`config.mk`:
```
export PLATFORM = sky130hd
export DESIGN_NAME = bk_prefix_sum_pipe
export DESIGN_NICKNAME = d
export VERILOG_FILES = /design/src/rtl/bk_prefix_sum_pipe.sv
export SDC_FILE = /design/constraint.sdc
export NUM_CORES = 1
export LEC_CHECK = 0
export CAP_MARGIN = 25
export CORE_MARGIN = 1.5
export CORE_UTILIZATION = 47
export DETAILED_ROUTE_END_ITERATION = 7
export GPL_TIMING_DRIVEN = 1
export PLACE_DENSITY = 0.74
export SYNTH_ARGS = -nofsm -noshare
export SYNTH_HDL_FRONTEND = slang
export SYNTH_SLANG_ARGS = --single-unit
```
`constraint.sdc`:
```
create_clock -name CLK -period 1.25 [get_ports CLK]
set_clock_uncertainty 0.05 [all_clocks]
set_input_delay 0.1875 -clock CLK [delete_from_list [all_inputs] [get_ports CLK]]
set_output_delay 0.1875 -clock CLK [all_outputs]
set_load 0.02 [all_outputs]
```
`src/rtl/bk_prefix_sum_pipe.sv`:
```
// bk_prefix_sum_pipe
//   8-bit Brent-Kung prefix adder back end with a valid/ready pipeline.
//   Takes bitwise propagate/generate pairs (bit 0 carries the carry-in)
//   and produces the sum bits and carry-out 3 cycles after accept
//   (PIPE_MID=1) or 2 cycles after accept (PIPE_MID=0).
//
// Ports
//   CLK, RST           clock, synchronous active-high reset
//   P_0..P_8, G_0..G_8 propagate / generate inputs (P_0 = 0, G_0 = carry-in)
//   IN_VALID/IN_READY  input handshake
//   S_1..S_8, C_8      sum bits and carry-out
//   OUT_VALID/OUT_READY output handshake
module bk_prefix_sum_pipe #(
    parameter int PIPE_MID = 1
) (
    input  logic CLK,
    input  logic RST,
    input  logic P_0,
    input  logic P_1,
    input  logic P_2,
    input  logic P_3,
    input  logic P_4,
    input  logic P_5,
    input  logic P_6,
    input  logic P_7,
    input  logic P_8,
    input  logic G_0,
    input  logic G_1,
    input  logic G_2,
    input  logic G_3,
    input  logic G_4,
    input  logic G_5,
    input  logic G_6,
    input  logic G_7,
    input  logic G_8,
    input  logic IN_VALID,
    output logic IN_READY,
    output logic S_1,
    output logic S_2,
    output logic S_3,
    output logic S_4,
    output logic S_5,
    output logic S_6,
    output logic S_7,
    output logic S_8,
    output logic C_8,
    output logic OUT_VALID,
    input  logic OUT_READY
);

    // Group pairs are packed as {g, p}; hi covers the more significant bits.
    function automatic logic [1:0] bk_op(input logic [1:0] hi, input logic [1:0] lo);
        return {hi[1] | (hi[0] & lo[1]), hi[0] & lo[0]};
    endfunction

    function automatic logic [1:0] bit_pg(input logic [8:0] p, input logic [8:0] g,
                                          input int idx);
        return {g[idx], p[idx]};
    endfunction

    logic [8:0] p_in;
    logic [8:0] g_in;
    logic       accept;

    logic [8:0] p_p0;
    logic [8:0] g_p0;
    logic       vld_p0;
    logic       ld_p0;
    logic       ld_nxt;

    logic [1:0] up10_c, up32_c, up54_c, up76_c, up30_c, up74_c, up70_c;

    logic [8:0] p_m;
    logic [8:0] g_m;
    logic [1:0] up10_m, up30_m, up54_m, up70_m;
    logic       vld_m;

    logic [1:0] dn50, dn20, dn40, dn60, dn80;
    logic [8:0] gg;
    logic [8:1] sum_c;

    logic [8:1] s_p2;
    logic       c8_p2;
    logic       vld_p2;
    logic       ld_p2;

    // Group-propagate terms of prefixes that already include bit 0 never
    // reach a sum, nor do the odd raw generates after the up-sweep.
    logic       unused_pg;

    assign p_in   = {P_8, P_7, P_6, P_5, P_4, P_3, P_2, P_1, P_0};
    assign g_in   = {G_8, G_7, G_6, G_5, G_4, G_3, G_2, G_1, G_0};

    assign ld_p2    = !vld_p2 || OUT_READY;
    assign ld_p0    = !vld_p0 || ld_nxt;
    // Ready depends only on downstream state and reset, never on IN_VALID.
    assign IN_READY = ld_p0 && !RST;
    assign accept   = IN_VALID && IN_READY;

    // ---- stage 1: input register ----
    always_ff @(posedge CLK) begin
        if (RST) begin
            vld_p0 <= 1'b0;
            p_p0   <= '0;
            g_p0   <= '0;
        end else begin
            if (ld_p0) begin
                vld_p0 <= IN_VALID;
            end
            if (accept) begin
                p_p0 <= p_in;
                g_p0 <= g_in;
            end
        end
    end

    // Up-sweep: pairs, quads, then the full byte.
    assign up10_c = bk_op(bit_pg(p_p0, g_p0, 1), bit_pg(p_p0, g_p0, 0));
    assign up32_c = bk_op(bit_pg(p_p0, g_p0, 3), bit_pg(p_p0, g_p0, 2));
    assign up54_c = bk_op(bit_pg(p_p0, g_p0, 5), bit_pg(p_p0, g_p0, 4));
    assign up76_c = bk_op(bit_pg(p_p0, g_p0, 7), bit_pg(p_p0, g_p0, 6));
    assign up30_c = bk_op(up32_c, up10_c);
    assign up74_c = bk_op(up76_c, up54_c);
    assign up70_c = bk_op(up74_c, up30_c);

    generate
        if (PIPE_MID != 0) begin : g_mid
            logic [8:0] p_p1;
            logic [8:0] g_p1;
            logic [1:0] up10_p1, up30_p1, up54_p1, up70_p1;
            logic       vld_p1;
            logic       ld_p1;

            assign ld_p1 = !vld_p1 || ld_p2;

            // ---- stage 2: up-sweep results plus raw bits for the down-sweep ----
            always_ff @(posedge CLK) begin
                if (RST) begin
                    vld_p1  <= 1'b0;
                    p_p1    <= '0;
                    g_p1    <= '0;
                    up10_p1 <= '0;
                    up30_p1 <= '0;
                    up54_p1 <= '0;
                    up70_p1 <= '0;
                end else begin
                    if (ld_p1) begin
                        vld_p1 <= vld_p0;
                    end
                    if (ld_p1 && vld_p0) begin
                        p_p1    <= p_p0;
                        g_p1    <= g_p0;
                        up10_p1 <= up10_c;
                        up30_p1 <= up30_c;
                        up54_p1 <= up54_c;
                        up70_p1 <= up70_c;
                    end
                end
            end

            assign ld_nxt = ld_p1;
            assign vld_m  = vld_p1;
            assign p_m    = p_p1;
            assign g_m    = g_p1;
            assign up10_m = up10_p1;
            assign up30_m = up30_p1;
            assign up54_m = up54_p1;
            assign up70_m = up70_p1;
        end else begin : g_no_mid
            assign ld_nxt = ld_p2;
            assign vld_m  = vld_p0;
            assign p_m    = p_p0;
            assign g_m    = g_p0;
            assign up10_m = up10_c;
            assign up30_m = up30_c;
            assign up54_m = up54_c;
            assign up70_m = up70_c;
        end
    endgenerate

    // Down-sweep fills in the remaining prefixes.
    assign dn50 = bk_op(up54_m, up30_m);
    assign dn20 = bk_op(bit_pg(p_m, g_m, 2), up10_m);
    assign dn40 = bk_op(bit_pg(p_m, g_m, 4), up30_m);
    assign dn60 = bk_op(bit_pg(p_m, g_m, 6), dn50);
    assign dn80 = bk_op(bit_pg(p_m, g_m, 8), up70_m);

    assign gg = {dn80[1], up70_m[1], dn60[1], dn50[1], dn40[1],
                 up30_m[1], dn20[1], up10_m[1], g_m[0]};

    assign sum_c = p_m[8:1] ^ gg[7:0];

    assign unused_pg = ^{p_m[0], g_m[1], g_m[3], g_m[5], g_m[7],
                         dn20[0], dn40[0], dn60[0], dn80[0], up70_m[0]};

    // ---- output stage: sums and carry-out ----
    always_ff @(posedge CLK) begin
        if (RST) begin
            vld_p2 <= 1'b0;
            s_p2   <= '0;
            c8_p2  <= 1'b0;
        end else begin
            if (ld_p2) begin
                vld_p2 <= vld_m;
            end
            if (ld_p2 && vld_m) begin
                s_p2  <= sum_c;
                c8_p2 <= gg[8];
            end
        end
    end

    assign S_1       = s_p2[1];
    assign S_2       = s_p2[2];
    assign S_3       = s_p2[3];
    assign S_4       = s_p2[4];
    assign S_5       = s_p2[5];
    assign S_6       = s_p2[6];
    assign S_7       = s_p2[7];
    assign S_8       = s_p2[8];
    assign C_8       = c8_p2;
    assign OUT_VALID = vld_p2;

endmodule

```
==> qor.yml, run 1 <==
synth:
  synth_top_area_cell: "dfxtp_1"
  synth_seq_area_share: 0.4642
  yosysWarnings: 0
  synth.distinct_cells: 27
  yosysTopAreaCellShare: 0.4642
  synth_nets: 251
  ys_seq_elements: 47
  syn_avg_cell_area_um2: 9.009
  synthArstFlopShare: 0
  synth_common_cells: "dfxtp_1 (47), nand2_1 (32), a21oi_1 (25), inv_1 (21), o21ai_2 (18)"
  netlist_area_um2: 2027
  synthFlopType: "dfxtp_1"
  synthTopCellsByArea: "dfxtp_1 (46%), o21ai_2 (7.8%), nand3b_2 (7.2%)"
  synthCells: 225
  yosysMostFrequentCell: "dfxtp_1"
  synth_edf_count: 0
cells_and_area:
  layout.nets: 307
  drive_above_1_share: 0.3191
  design_area_um2: 2933
  antennaDiodeCount: 0
  areaGrowthSynthToFinish_pct: 44.69
timing:
  whs_ns: 0.3831
  rsz0062_at_grt: "true"
  hold_viol: 0
  max_slew.worst_pin.slew_ns: 0.4676
  maxSlewHeadroom: 0.6877
  tns_ns: -4.767
  fmax_ghz: 0.6954
  setup_ws_ns: -0.1880
  post-route-min-period_ns: 1.438
  drv_slew: 0
  post-route-period-util: 1.150
  finalSetupViolations: 36
critical_path:
  crit_arrival_ns: 1.58
  r2r-end: "g_p0[5]"
  critPathKind: "register to register"
  regToRegStartpoint: "g_mid.vld_p1"
  cp_max_fo: 7
  setup.worst_path.start: "g_mid.vld_p1"
  reg2reg_depth: 5
  reg2reg_setup_slack_ns: -0.19
  critPathLaunchType: "register"
  worstSetupEndpointType: "register"
  cp.required_ns: 1.39
clock_network:
  cts_root_buf: "clkbuf_8"
  htree_levels: 2
  path_clk_slew_ns: 0.09
  numCtsBuffers: 5
  insertion_delay_ns: 0.30
  cts_tree: "yes"
  hold_buffers: 0
  ctsLongestPathBuffers: 2
  clock-sinks: 47
global_routing:
  grt_usage: 0.2133
  grt_pass1_wl_um: 7369
  antenna_found_initial: 0
  grt_max_degree: 32
  gr-total-overflow: 0
  grt_pass1_vias: 1624
pwr:
  cellPowerDensity_nw_per_um2: 1166
  p_clk_frac: 0.378
  switching_share: 0.2322
  seqPwrFrac: 0.479
  p_sw_mw: 0.7938
  p_comb_frac: 0.143
  p_leak_nw: 1.306
  ir_drop_mv: 0.8458
  internal_power_mw: 2.625
route:
  via_per_inst: 5.265
  drt_iter0_markers: 104
  vias: 1748
  post_drt_wl_per_cell_um: 14.38
  antenna_left: 0
  drc: 0
  dr.pass1.iters: 4
  routed_wl_um: 4775
die:
  coreArea_um2: 4086
  fp-row-count: 23
  die-area_um2: 4716
  ios: 33
  die_h_um: 68.67
  start_util: 0.4960
  chipWidth_um: 68.67
run_status:
  failed_checks: "negative setup slack"
  status: "complete, but fails checks"
min_path:
  min_from: "G_8"
  min_to: "g_p0[8]"
  hp-class: "input port to register"
  worstHoldPathCells: 3
placement:
  place_congestion: 0.7748
  dpl_cell_area_um2: 2500
  port_buffers: 31
  dp_hpwl_um: 2430
job:
  cap_viol_max_count: 0
## registers in the layout (all words and copies together), names as in the netlist, 2 cells and up
register,flops
p_p0,8
s_p2,8
g_m,5
g_mid.p_p1,8
g_mid.up54_p1,2
g_p0,9
## worst max path at each step
stage	end	slack, ns	depth (start not counted)
floorplan	p_p0[5]	-0.14	6
finish	g_p0[5]	-0.19	5
global placement	IN_READY	-0.60	4
CTS	g_p0[5]	-0.16	5
detailed placement	IN_READY	-0.60	4
global route	g_p0[5]	-0.21	5
## cells by family after synthesis
family	Yosys count	share of synthesized area
compound gates	52	0.1765
xor+xnor	4	0.01729
fa+ha+maj	4	0.02469
buf+inv	34	0.08148
flops	47	0.4642
mux	3	0.01482
simple gates	81	0.2210
## metal layers
metal,global-route usage,part of all wire,vias to the layer above
met2,0.3726,0.51,45
li1,-,-,865
met1,0.2561,0.43,827
met4,0.08000,0.017,0
met3,0.04383,0.035,11
met5,0,0,-
## power by group through the flow
stage	Sequential, mW	Clock [mW]	Combinational (mW)
2_1_floorplan	1.66	0	0.224
3_3_place_gp	1.65	0	0.393
3_5_place_dp	1.66	0	0.396
4_1_cts	1.63	1.31	0.442
5_1_grt	1.64	1.37	0.530
6_report	1.64	1.29	0.490
## through the flow
stage	total power, mW	worst slack, ns	util	instances
after global placement	2.047	-0.5950	0.6118	315
after floorplan	1.884	-0.1358	-	225
after CTS	3.383	-0.1551	0.6806	330
after global routing	3.541	-0.2069	0.7177	332
final	3.418	-0.1880	0.7177	332
after detailed placement	2.051	-0.5994	0.6118	315
## layout by cell type (no fill, tap or decap), drive strengths merged, types with 6 or more instances in the layout
cell           instances
a21oi                 25
buf                   29
clkbuf                 6
clkdlybuf4s15          6
clkdlybuf4s50         18
dfxtp                 47
inv                   21
nand2                 32
nand3b                17
nor2                  17
o21ai                 19
## critical path, stage by stage, from the launching register on
cell	delay, ns
dfxtp_2	0.33
and3b_4	0.22
buf_6	0.13
a211o_4	0.42
nand3b_4	0.11
o21ai_2	0.06
## final cells by class
| cell class | count | area [um^2] |
|---|---|---|
| Fill cell | 310 | 1154 |
| Timing Repair Buffer | 59 | 576.8 |
| Inverter | 21 | 78.83 |
| Clock inverter | 2 | 60.06 |
| Multi-Input combinational cell | 147 | 1135 |
| Tap cell | 50 | 62.56 |
| Clock buffer | 6 | 72.57 |
| Sequential cell | 47 | 947.2 |
## repair_timing
item	in CTS	in global routing
gates resized for setup	39	30
gates cloned	6	0
pin swaps	7	7
setup endpoints to repair	46	45
setup buffers	1	2
Note: power is estimated with default switching activity, not from simulation.
==> run 2, diff against run 1 <==
--- a/config.mk
+++ b/config.mk
@@ -7,10 +7,10 @@
 export LEC_CHECK = 0
 export CAP_MARGIN = 25
 export CORE_MARGIN = 1.5
-export CORE_UTILIZATION = 47
+export CORE_UTILIZATION = 52
 export DETAILED_ROUTE_END_ITERATION = 7
 export GPL_TIMING_DRIVEN = 1
-export PLACE_DENSITY = 0.74
+export PLACE_DENSITY = 0.78
 export SYNTH_ARGS = -nofsm -noshare
 export SYNTH_HDL_FRONTEND = slang
 export SYNTH_SLANG_ARGS = --single-unit
==> constraint.sdc (replaced) <==
create_clock -name CLK -period 1.4 [get_ports CLK]
set_clock_uncertainty 0.05 [all_clocks]
set_input_delay 0.21 -clock CLK [delete_from_list [all_inputs] [get_ports CLK]]
set_output_delay 0.21 -clock CLK [all_outputs]
set_load 0.02 [all_outputs]
==> run 2 against run 1 <==
Effect of this change:
- the run now ends clean
- hold slack lost 0.018 ns
- clock power is 31% lower
- clock-buffer cell count increased by 2
- combinational power is 31% lower
- global-route usage is 1.7 points lower
- sequential cell count unchanged
- sequential share of layout area increased by 4.3 points
- critical path depth fell by 2
- cell count down 5.1%
- die area down 9.2%
==> qor.yml, run 2 (same netlist as run 1, synthesis figures left out) <==
route:
  drc: 0
  post_drt_wl_per_cell_um: 12.47
  via_per_inst: 5.102
  routed_wl_um: 3927
  vias: 1607
  drt_iter0_markers: 120
  dr.pass1.iters: 4
  antenna_left: 0
critical_path:
  setup.worst_path.start: "g_mid.vld_p1"
  regToRegStartpoint: "g_mid.vld_p1"
  r2r-end: "g_mid.up70_p1[1]"
  cp_max_fo: 4
  worstSetupEndpointType: "output pin"
  worst-path-stages: 3
  crit_arrival_ns: 1.11
  reg2reg_depth: 6
  cp.required_ns: 1.14
  path_buf_inv: 1
  crit_end: "IN_READY"
  critPathKind: "register to output pin"
  critPathLaunchType: "register"
  cp_slowest_stage_delay_ns: 0.33
  slowest_stage: "dfxtp_2"
  cp_cell_sequence: "and3b_4 -> a21oi_2 -> buf_4"
  reg2reg_setup_slack_ns: 0.04
  critPathTopFamily: "flip-flops"
clock_network:
  insertion_delay_ns: 0.31
  ctsLongestPathBuffers: 2
  hold_buffers: 0
  cts_root_buf: "clkbuf_8"
  cts_tree: "yes"
  htree_levels: 2
  numCtsBuffers: 5
  path_clk_slew_ns: 0.09
  post_cts_buffers: 0
  clock-sinks: 47
cells_and_area:
  antennaDiodeCount: 0
  largest_register_ffs: 9
  layout_commonest_cell: "dfxtp_1"
  multi_input_area_um2: 957.2
  regArea_um2: 943.4
  fillers: 317
  largest-register: "g_p0"
  layout_common_cells: "dfxtp_1 (45), nand2_1 (32), a21oi_1 (24)"
  layout.nets: 292
  drive_above_1_share: 0.2397
  areaGrowthSynthToFinish_pct: 27.22
pwr:
  p_clk_frac: 0.333
  p_comb_frac: 0.126
  total_power_mw: 2.693
  internal_power_mw: 2.028
  cellPowerDensity_nw_per_um2: 1044
  switching_share: 0.2469
  p_sw_mw: 0.6648
  seqPwrFrac: 0.542
  ir_drop_mv: 0.6845
  p_leak_nw: 1.112
global_routing:
  grt_pass1_wl_um: 6403
  busiest_layer: "met2"
  grt_max_degree: 48
  grt_usage: 0.1968
  gr-total-overflow: 0
  gr-usage-met2: 0.3163
  met1_usage: 0.2411
  antenna_found_initial: 0
  use_met3: 0.06849
  grt_pass1_vias: 1457
run_status:
  status: "complete, no violations"
placement:
  place_congestion: 0.7430
  port_buffers: 31
  dp_hpwl_um: 2442
timing:
  rsz0062_at_grt: "true"
  maxSlewHeadroom: 0.7991
  tns_ns: 0
  max_slew.worst_pin.slew_ns: 0.3014
  hold_viol: 0
  drv_slew: 0
  post-route-period-util: 0.9755
  fmax_ghz: 0.7322
  post-route-min-period_ns: 1.366
  finalSetupViolations: 0
die:
  die-area_um2: 4282
  fp-row-count: 22
  start_util: 0.5495
  chipWidth_um: 65.44
  coreArea_um2: 3689
  die_h_um: 65.44
  ios: 33
job:
  cap_viol_max_count: 0
min_path:
  hp-class: "input port to register"
  min_from: "OUT_READY"
-- run 2: changes by cell type in the layout (fill, tap and decap cells not counted), moves of 2 or more --
cell | previous run | this run
bufinv_16 | 2 | 0
nand3b_2 | 2 | 13
a21oi_1 | 17 | 24
clkdlybuf4s15_1 | 6 | 0
buf_6 | 6 | 2
dlygate4sd2_1 | 5 | 11
buf_8 | 2 | 0
buf_4 | 19 | 12
clkbuf_8 | 5 | 7
nand3b_4 | 11 | 0
a211o_4 | 4 | 1
a21oi_2 | 8 | 1
-- run 2: power by group through the flow --
stage	combinational [mW]	clock, mW	sequential (mW)
finish	0.339	0.896	1.46
global route	0.372	0.959	1.47
CTS	0.329	0.906	1.45
detailed placement	0.326	0	1.48
global placement	0.321	0	1.48
floorplan	0.198	0	1.48
-- run 2: layer usage --
layer	part of all wire	wire, um
met5	0	0
met4	0.016	62
met3	0.044	174
met2	0.48	1899
met1	0.46	1790
-- run 2: how the worst min path moves through the flow --
stage	to	slack [ns]	cells past startpoint
2_1_floorplan	vld_p0	0.28	2
3_3_place_gp	g_mid.p_p1[8]	0.39	2
3_5_place_dp	g_mid.p_p1[8]	0.40	2
4_1_cts	OUT_VALID	0.37	3
5_1_grt	g_p0[8]	0.40	3
6_report	OUT_VALID	0.37	3
-- run 2: stage by stage --
step | setup WS (ns) | instances | hold WS (ns) | util | cell area [um^2]
detailed placement | -0.5075 | 304 | 0.3989 | 0.6598 | 2434
CTS | -0.01668 | 314 | 0.3718 | 0.6886 | 2540
finish | 0.03434 | 315 | 0.3656 | 0.6991 | 2579
global route | -0.02293 | 315 | 0.4024 | 0.6991 | 2579
global placement | -0.4787 | 304 | 0.3908 | 0.6598 | 2434
floorplan | 0.001685 | 225 | 0.2774 | - | 2027
-- run 2: tightest hold or removal path: stages --
cell and delay [ns]:
dlygate4sd2_1 0.21, nand2b_1 0.19, a21oi_1 0.08
-- run 2: cell type report --
cell class / count / share of cell area
timing repair buffer: 46 / 0.1703
sequential: 47 / 0.3658
tap: 48 / 0.02329
inverter: 21 / 0.03057
multi-input combinational: 145 / 0.3712
clock buffer: 8 / 0.03882
-- run 2: what timing repair did --
item                                    CTS  global route
gates resized for setup                  20             8
cloned                                    2             1
endpoints found under the setup margin   45            19
pin swaps                                 1             3
hold endpoints to repair                  0             0
==> run 3, diff against run 2 <==
--- a/config.mk
+++ b/config.mk
@@ -6,11 +6,11 @@
 export NUM_CORES = 1
 export LEC_CHECK = 0
 export CAP_MARGIN = 25
-export CORE_MARGIN = 1.5
-export CORE_UTILIZATION = 52
+export CORE_MARGIN = 2
+export CORE_UTILIZATION = 55
 export DETAILED_ROUTE_END_ITERATION = 7
 export GPL_TIMING_DRIVEN = 1
-export PLACE_DENSITY = 0.78
+export PLACE_DENSITY = 0.82
 export SYNTH_ARGS = -nofsm -noshare
 export SYNTH_HDL_FRONTEND = slang
 export SYNTH_SLANG_ARGS = --single-unit
==> constraint.sdc (replaced) <==
create_clock -name CLK -period 1.77 [get_ports CLK]
set_clock_uncertainty 0.05 [all_clocks]
set_input_delay 0.2655 -clock CLK [delete_from_list [all_inputs] [get_ports CLK]]
set_output_delay 0.2655 -clock CLK [all_outputs]
set_load 0.02 [all_outputs]
==> run 3 against run 2 <==
Effect of this change:
- cell area shrank 0.92%
- clock-buffer cell count shrank 2
- sequential cell count is the same
- power shrank 18%
- sequential power shrank 21%
- core utilization grew 0.94 points
- critical path type is now input port to output pin
- largest cell class is now sequential cells
- largest power group unchanged
- highest routed layer unchanged
==> qor.yml, run 3 (same netlist as run 1, synthesis figures left out) <==
cells_and_area:
  multi_input_area_um2: 920.9
  areaGrowthSynthToFinish_pct: 26.05
  fillers: 302
  drive_above_1_share: 0.2015
  antennaDiodeCount: 0
  layout.nets: 288
  regArea_um2: 940.9
  layout_commonest_cell: "dfxtp_1"
  largest_register_ffs: 9
  finish.utilization: 0.7085
  largest-register: "g_p0"
  layout_common_cells: "dfxtp_1 (47), nand2_1 (32), clkdlybuf4s50_1 (30)"
critical_path:
  critPathTopFamily: "buffers and inverters"
  critPathLaunchType: "input port"
  reg2reg_depth: 5
  cp.required_ns: 1.45
  reg2reg_setup_slack_ns: 0.21
  r2r-end: "p_p0[7]"
  slowest_stage: "clkdlybuf4s50_1"
  cp_cell_sequence: "clkdlybuf4s50_1 -> and3b_4 -> a21oi_1 -> dlygate4sd2_1"
  worstSetupEndpointType: "output pin"
  crit_arrival_ns: 1.39
  regToRegStartpoint: "OUT_VALID"
  cp_max_fo: 2
  cp_slowest_stage_delay_ns: 0.46
  critPathKind: "input port to output pin"
  path_buf_inv: 2
die:
  chipWidth_um: 64.71
  start_util: 0.5621
  die-area_um2: 4187
  coreArea_um2: 3606
  ios: 33
  fp-row-count: 22
  die_h_um: 64.71
timing:
  maxSlewHeadroom: 0.7240
  drv_slew: 0
  hold_viol: 0
  tns_ns: 0
  fmax_ghz: 0.5866
  whs_ns: 0.4054
  finalSetupViolations: 0
  post-route-period-util: 0.9631
  post-route-min-period_ns: 1.705
  setup_ws_ns: 0.06528
  max_slew.worst_pin.slew_ns: 0.4140
  rsz0062_at_grt: "false"
global_routing:
  grt_usage: 0.1847
  grt_max_degree: 48
  grt_pass1_wl_um: 6058
  antenna_found_initial: 0
  grt_pass1_vias: 1416
  gr-total-overflow: 0
route:
  highest_layer: "met4"
  wl_met2_um: 1559
  dr.pass1.iters: 4
  routed_wl_um: 3326
  wl_met3_um: 125
  drc: 0
  post_drt_wl_per_cell_um: 10.69
  vias: 1537
  antenna_left: 0
  wirelength_met1_um: 1581
  drt_iter0_markers: 82
  via_per_inst: 4.942
placement:
  place_congestion: 0.7671
  dp_hpwl_um: 2407
  place_ws_ns: -0.2207
  port_buffers: 31
run_status:
  status: "complete, no violations"
min_path:
  worstHoldPathCells: 2
  min_from: "s_p2[6]"
  hp-class: "register to register"
  min_to: "s_p2[6]"
clock_network:
  htree_levels: 2
  hold_buffers: 0
  post_cts_buffers: 0
  path_clk_slew_ns: 0.08
  cts_root_buf: "clkbuf_8"
  clock-sinks: 47
  insertion_delay_ns: 0.30
  cts_resized: 1
  numCtsBuffers: 5
  ctsLongestPathBuffers: 2
  cts_tree: "yes"
pwr:
  p_clk_frac: 0.362
  switching_share: 0.2284
  p_leak_nw: 1.052
  seqPwrFrac: 0.521
  p_comb_frac: 0.116
  internal_power_mw: 1.701
  cellPowerDensity_nw_per_um2: 863.0
  ir_drop_mv: 0.5498
  p_sw_mw: 0.5037
job:
  cap_viol_max_count: 0
-- run 3: cell types whose count changed in the layout (fill, tap and decap cells not counted), sizes merged --
cell	change
clkinv	+1
bufinv	+1
clkbuf	-2
clkdlybuf4s50	+11
buf	-4
dlygate4sd2	-10
a211o	-1
-- run 3: area by class of cell --
class / instances / share of cell area
inverter: 21 / 0.03085
clock inverter: 2 / 0.01371
tap: 48 / 0.02351
timing repair buffer: 43 / 0.1709
clock buffer: 6 / 0.03232
multi-input combinational: 144 / 0.3604
sequential: 47 / 0.3683
-- run 3: worst reg2reg max path: cells and delay by family, from the launching register on --
kind            cells  cell delay, ns
buf+inv             2            0.35
simple gates        1            0.19
compound gates      2            0.58
flops               1            0.33
-- run 3: worst max-delay path by stage --
stage,cells after the start,slack [ns],end,startpoint
after floorplan,5,0.37,p_p0[5],OUT_VALID
after global placement,4,-0.21,IN_READY,OUT_READY
after detailed placement,4,-0.22,IN_READY,OUT_READY
after CTS,4,0.06,IN_READY,OUT_READY
after global routing,4,0.02,IN_READY,OUT_READY
final,4,0.07,IN_READY,OUT_READY
-- run 3: power groups by stage --
| stage | Clock, mW | Sequential (mW) | Combinational [mW] |
|---|---|---|---|
| CTS | 0.824 | 1.15 | 0.259 |
| detailed placement | 0 | 1.17 | 0.259 |
| floorplan | 0 | 1.17 | 0.157 |
| finish | 0.799 | 1.15 | 0.256 |
| global route | 0.872 | 1.16 | 0.282 |
| global placement | 0 | 1.17 | 0.254 |
-- run 3: metrics by stage --
stage          power [mW]  cell area, um^2  cells
5_1_grt             2.311             2555    311
3_5_place_dp        1.434             2439    303
4_1_cts             2.233             2555    311
3_3_place_gp        1.427             2439    303
6_report            2.205             2555    311
2_1_floorplan       1.328             2027    225
-- run 3: layer usage --
layer,up-vias,GRT usage
met5,-,0
met3,5,0.05729
li1,822,-
met1,680,0.2311
met4,0,0.07979
met2,30,0.2925
==> RTL change: new RTL, flow settings as in run 1 <==
Make the reset (`RST`) asynchronous in 3 clocked blocks. Comments in the files are not updated.
--- a/src/rtl/bk_prefix_sum_pipe.sv
+++ b/src/rtl/bk_prefix_sum_pipe.sv
@@ -98,7 +98,7 @@
     assign accept   = IN_VALID && IN_READY;
 
     // ---- stage 1: input register ----
-    always_ff @(posedge CLK) begin
+    always_ff @(posedge CLK or posedge RST) begin
         if (RST) begin
             vld_p0 <= 1'b0;
             p_p0   <= '0;
@@ -134,7 +134,7 @@
             assign ld_p1 = !vld_p1 || ld_p2;
 
             // ---- stage 2: up-sweep results plus raw bits for the down-sweep ----
-            always_ff @(posedge CLK) begin
+            always_ff @(posedge CLK or posedge RST) begin
                 if (RST) begin
                     vld_p1  <= 1'b0;
                     p_p1    <= '0;
@@ -194,7 +194,7 @@
                          dn20[0], dn40[0], dn60[0], dn80[0], up70_m[0]};
 
     // ---- output stage: sums and carry-out ----
-    always_ff @(posedge CLK) begin
+    always_ff @(posedge CLK or posedge RST) begin
         if (RST) begin
             vld_p2 <= 1'b0;
             s_p2   <= '0;
Formal check against the unedited RTL: differs if RST is asserted again (counterexample within 4 cycles, from zero or initial values and one cycle with RST high); with RST held inactive, the same outputs for 10 cycles.
==> RTL change against run 1 <==
The flow still finishes with violations (setup timing). Sequential cell count did not move. Routed wire length down 12%. Cell area down 6.9%. Cell count decreased by 27%. Maximum frequency shrank 6.0%. Count of clock-buffer cells in the layout up 1. Area after synthesis down 3.0%. Setup slack worse by 91 ps. Largest cell class is now sequential cells.
Power is not compared: it rests on default switching activity, and its combinational part moved more than twofold at a synthesized area within 25%.
==> RTL change: results (changes against run 1) <==
- Xor/xnor share of the synthesized area: 1.78% (+0.053 points)
- Largest cells by area after synthesis: dfrtp_1, mux2_2, mux2_4, ha_1, o21ai_0
- Adder-cell share of the synthesized area: 2.54% (+0.075 points)
- Worst hold path class: input port to asynchronous set/reset pin
- End of the worst register-to-register path: p_p0[1]$_DFFE_PP0P_
- Violated checks: setup timing
- Wirelength, routed: 4200 um (-12%)
- Mux contribution to synthesized area: 23.0% (+22 points)
- Dpl cell area: 2520 um^2 (+0.80%)
- Status: finished with violations
- Routability cong.: 0.727 (-6.2%)
- CP arrival: 1660 ps (+80 ps)
- Port Buf Inserts: 31 (unchanged)
- Total track usage: 19.6% (-1.7 points)
- Nets@finish: 219 (-29%)
- Clk slew on worst S/H paths: 80 ps
- TritonRoute pass-1 iters: 4 (unchanged)
- # fillers: 264 (-15%)
- FMAX: 654 MHz (-6.0%)
- Crit-path slowest cell: dfrtp_2
- Setup slack at placement: -670 ps (-70.1 ps)
- Synth cell count leaders: dfrtp_1, mux2_2, mux2_4, nand2_1, o21ai_0
- Via count: 1,275 (-27%)
- Share of cells above drive strength 1: 44.3% (+12 points)
- Initial antenna violation count: 0 (unchanged)
- Reg2Reg Launch Point: OUT_VALID$_DFFE_PP0P_
- Final setup viols: 44 (+22%)
- Post-synthesis sequential area ratio: 59.8% (+13 points)
- Detail Placement HPWL: 2730 um (+12%)
- Setup slack after layout: -279 ps (-91.4 ps)
- CP max FO: 5 (-2)
- Hold Slack: 282 ps (-101 ps)
- R2r worst-path depth: 5 (unchanged)
- Iter 0 DRT Violations: 30 (-71%)
- Asr flop ratio synth: 100% (+100 points)
- Worst rel slew slack: 65.1% (-3.7 points)
- Clk buf depth: 2 (unchanged)
- Syn nets: 162 (-35%)
- First-pass GRT wire length: 6240 um (-15%)
- Library cells used by synthesis: 25 (-7.4%)
- Synth Flop Type: dfrtp_1
- Top reg by flops: g_p0
- Compound-gate portion of the synthesized area: 5.47% (-12 points)
- Pin count of the biggest net entering global routing: 23 (-28%)
-- RTL change: cell count changes in the layout (fill, tap and decap cells not counted), sizes merged, moves of 6 or more --
cell           run 1  this run
dfxtp             47         0
o21ai             19        10
mux2               0        36
buf               29        23
inv               21         0
nand3b            17         0
dfrtp              0        47
nor2              17         4
nand2             32        13
a21oi             25         3
-- RTL change: worst max-delay path: cells and delay by family (launching register included) --
kind	cells	cell delay, ps
compound gates	1	160
mux	1	330
buf+inv	1	150
simple gates	2	310
flops	1	420
-- RTL change: final cells by class --
type,instances,area [um^2],area share [%]
clock buffer,7,76.3,2.80
tap,50,62.6,2.29
clock inverter,1,5.00,0.183
timing repair buffer,52,508,18.6
sequential,47,1180,43.1
inverter,1,7.51,0.275
multi-input combinational,86,893,32.7
-- RTL change: metrics by stage --
step,cells,TNS [ps]
finish,244,-8250
detailed placement,231,-22240
global placement,231,-19740
floorplan,136,-7730
CTS,242,-8170
global route,244,-9820
-- RTL change: what timing repair did --
item / in CTS / in global routing
resized for setup: 24 / 33
pin swaps: 1 / 3
buffers inserted: 1 / 2
setup endpoints to repair: 55 / 55
hold buffers: 0 / 0
gates cloned: 2 / 0
-- RTL change: cells by family after synthesis --
group / after synthesis
AOI/OAI and AO/OA: 17
xor gates and xnor gates: 4
adders and majority gates: 4
buffers and inverters: 5
DFF: 47
muxes: 37
and+or+nand+nor: 22
-- RTL change: per-layer routing --
layer | GRT usage [%] | part of all wire [%]
met1 | 23.0 | 40
met2 | 34.1 | 55
met3 | 5.00 | 3.2
met4 | 7.91 | 2.3
met5 | 0 | 0
-- RTL change: report_power, final --
part | switching [mW] | internal [mW] | leakage [nW]
Combinational | 0.733 | 0.944 | 0.670
Clock | 0.477 | 0.393 | 0.0422
Sequential | 0.301 | 1.97 | 0.548
Total | 1.51 | 3.30 | 1.26
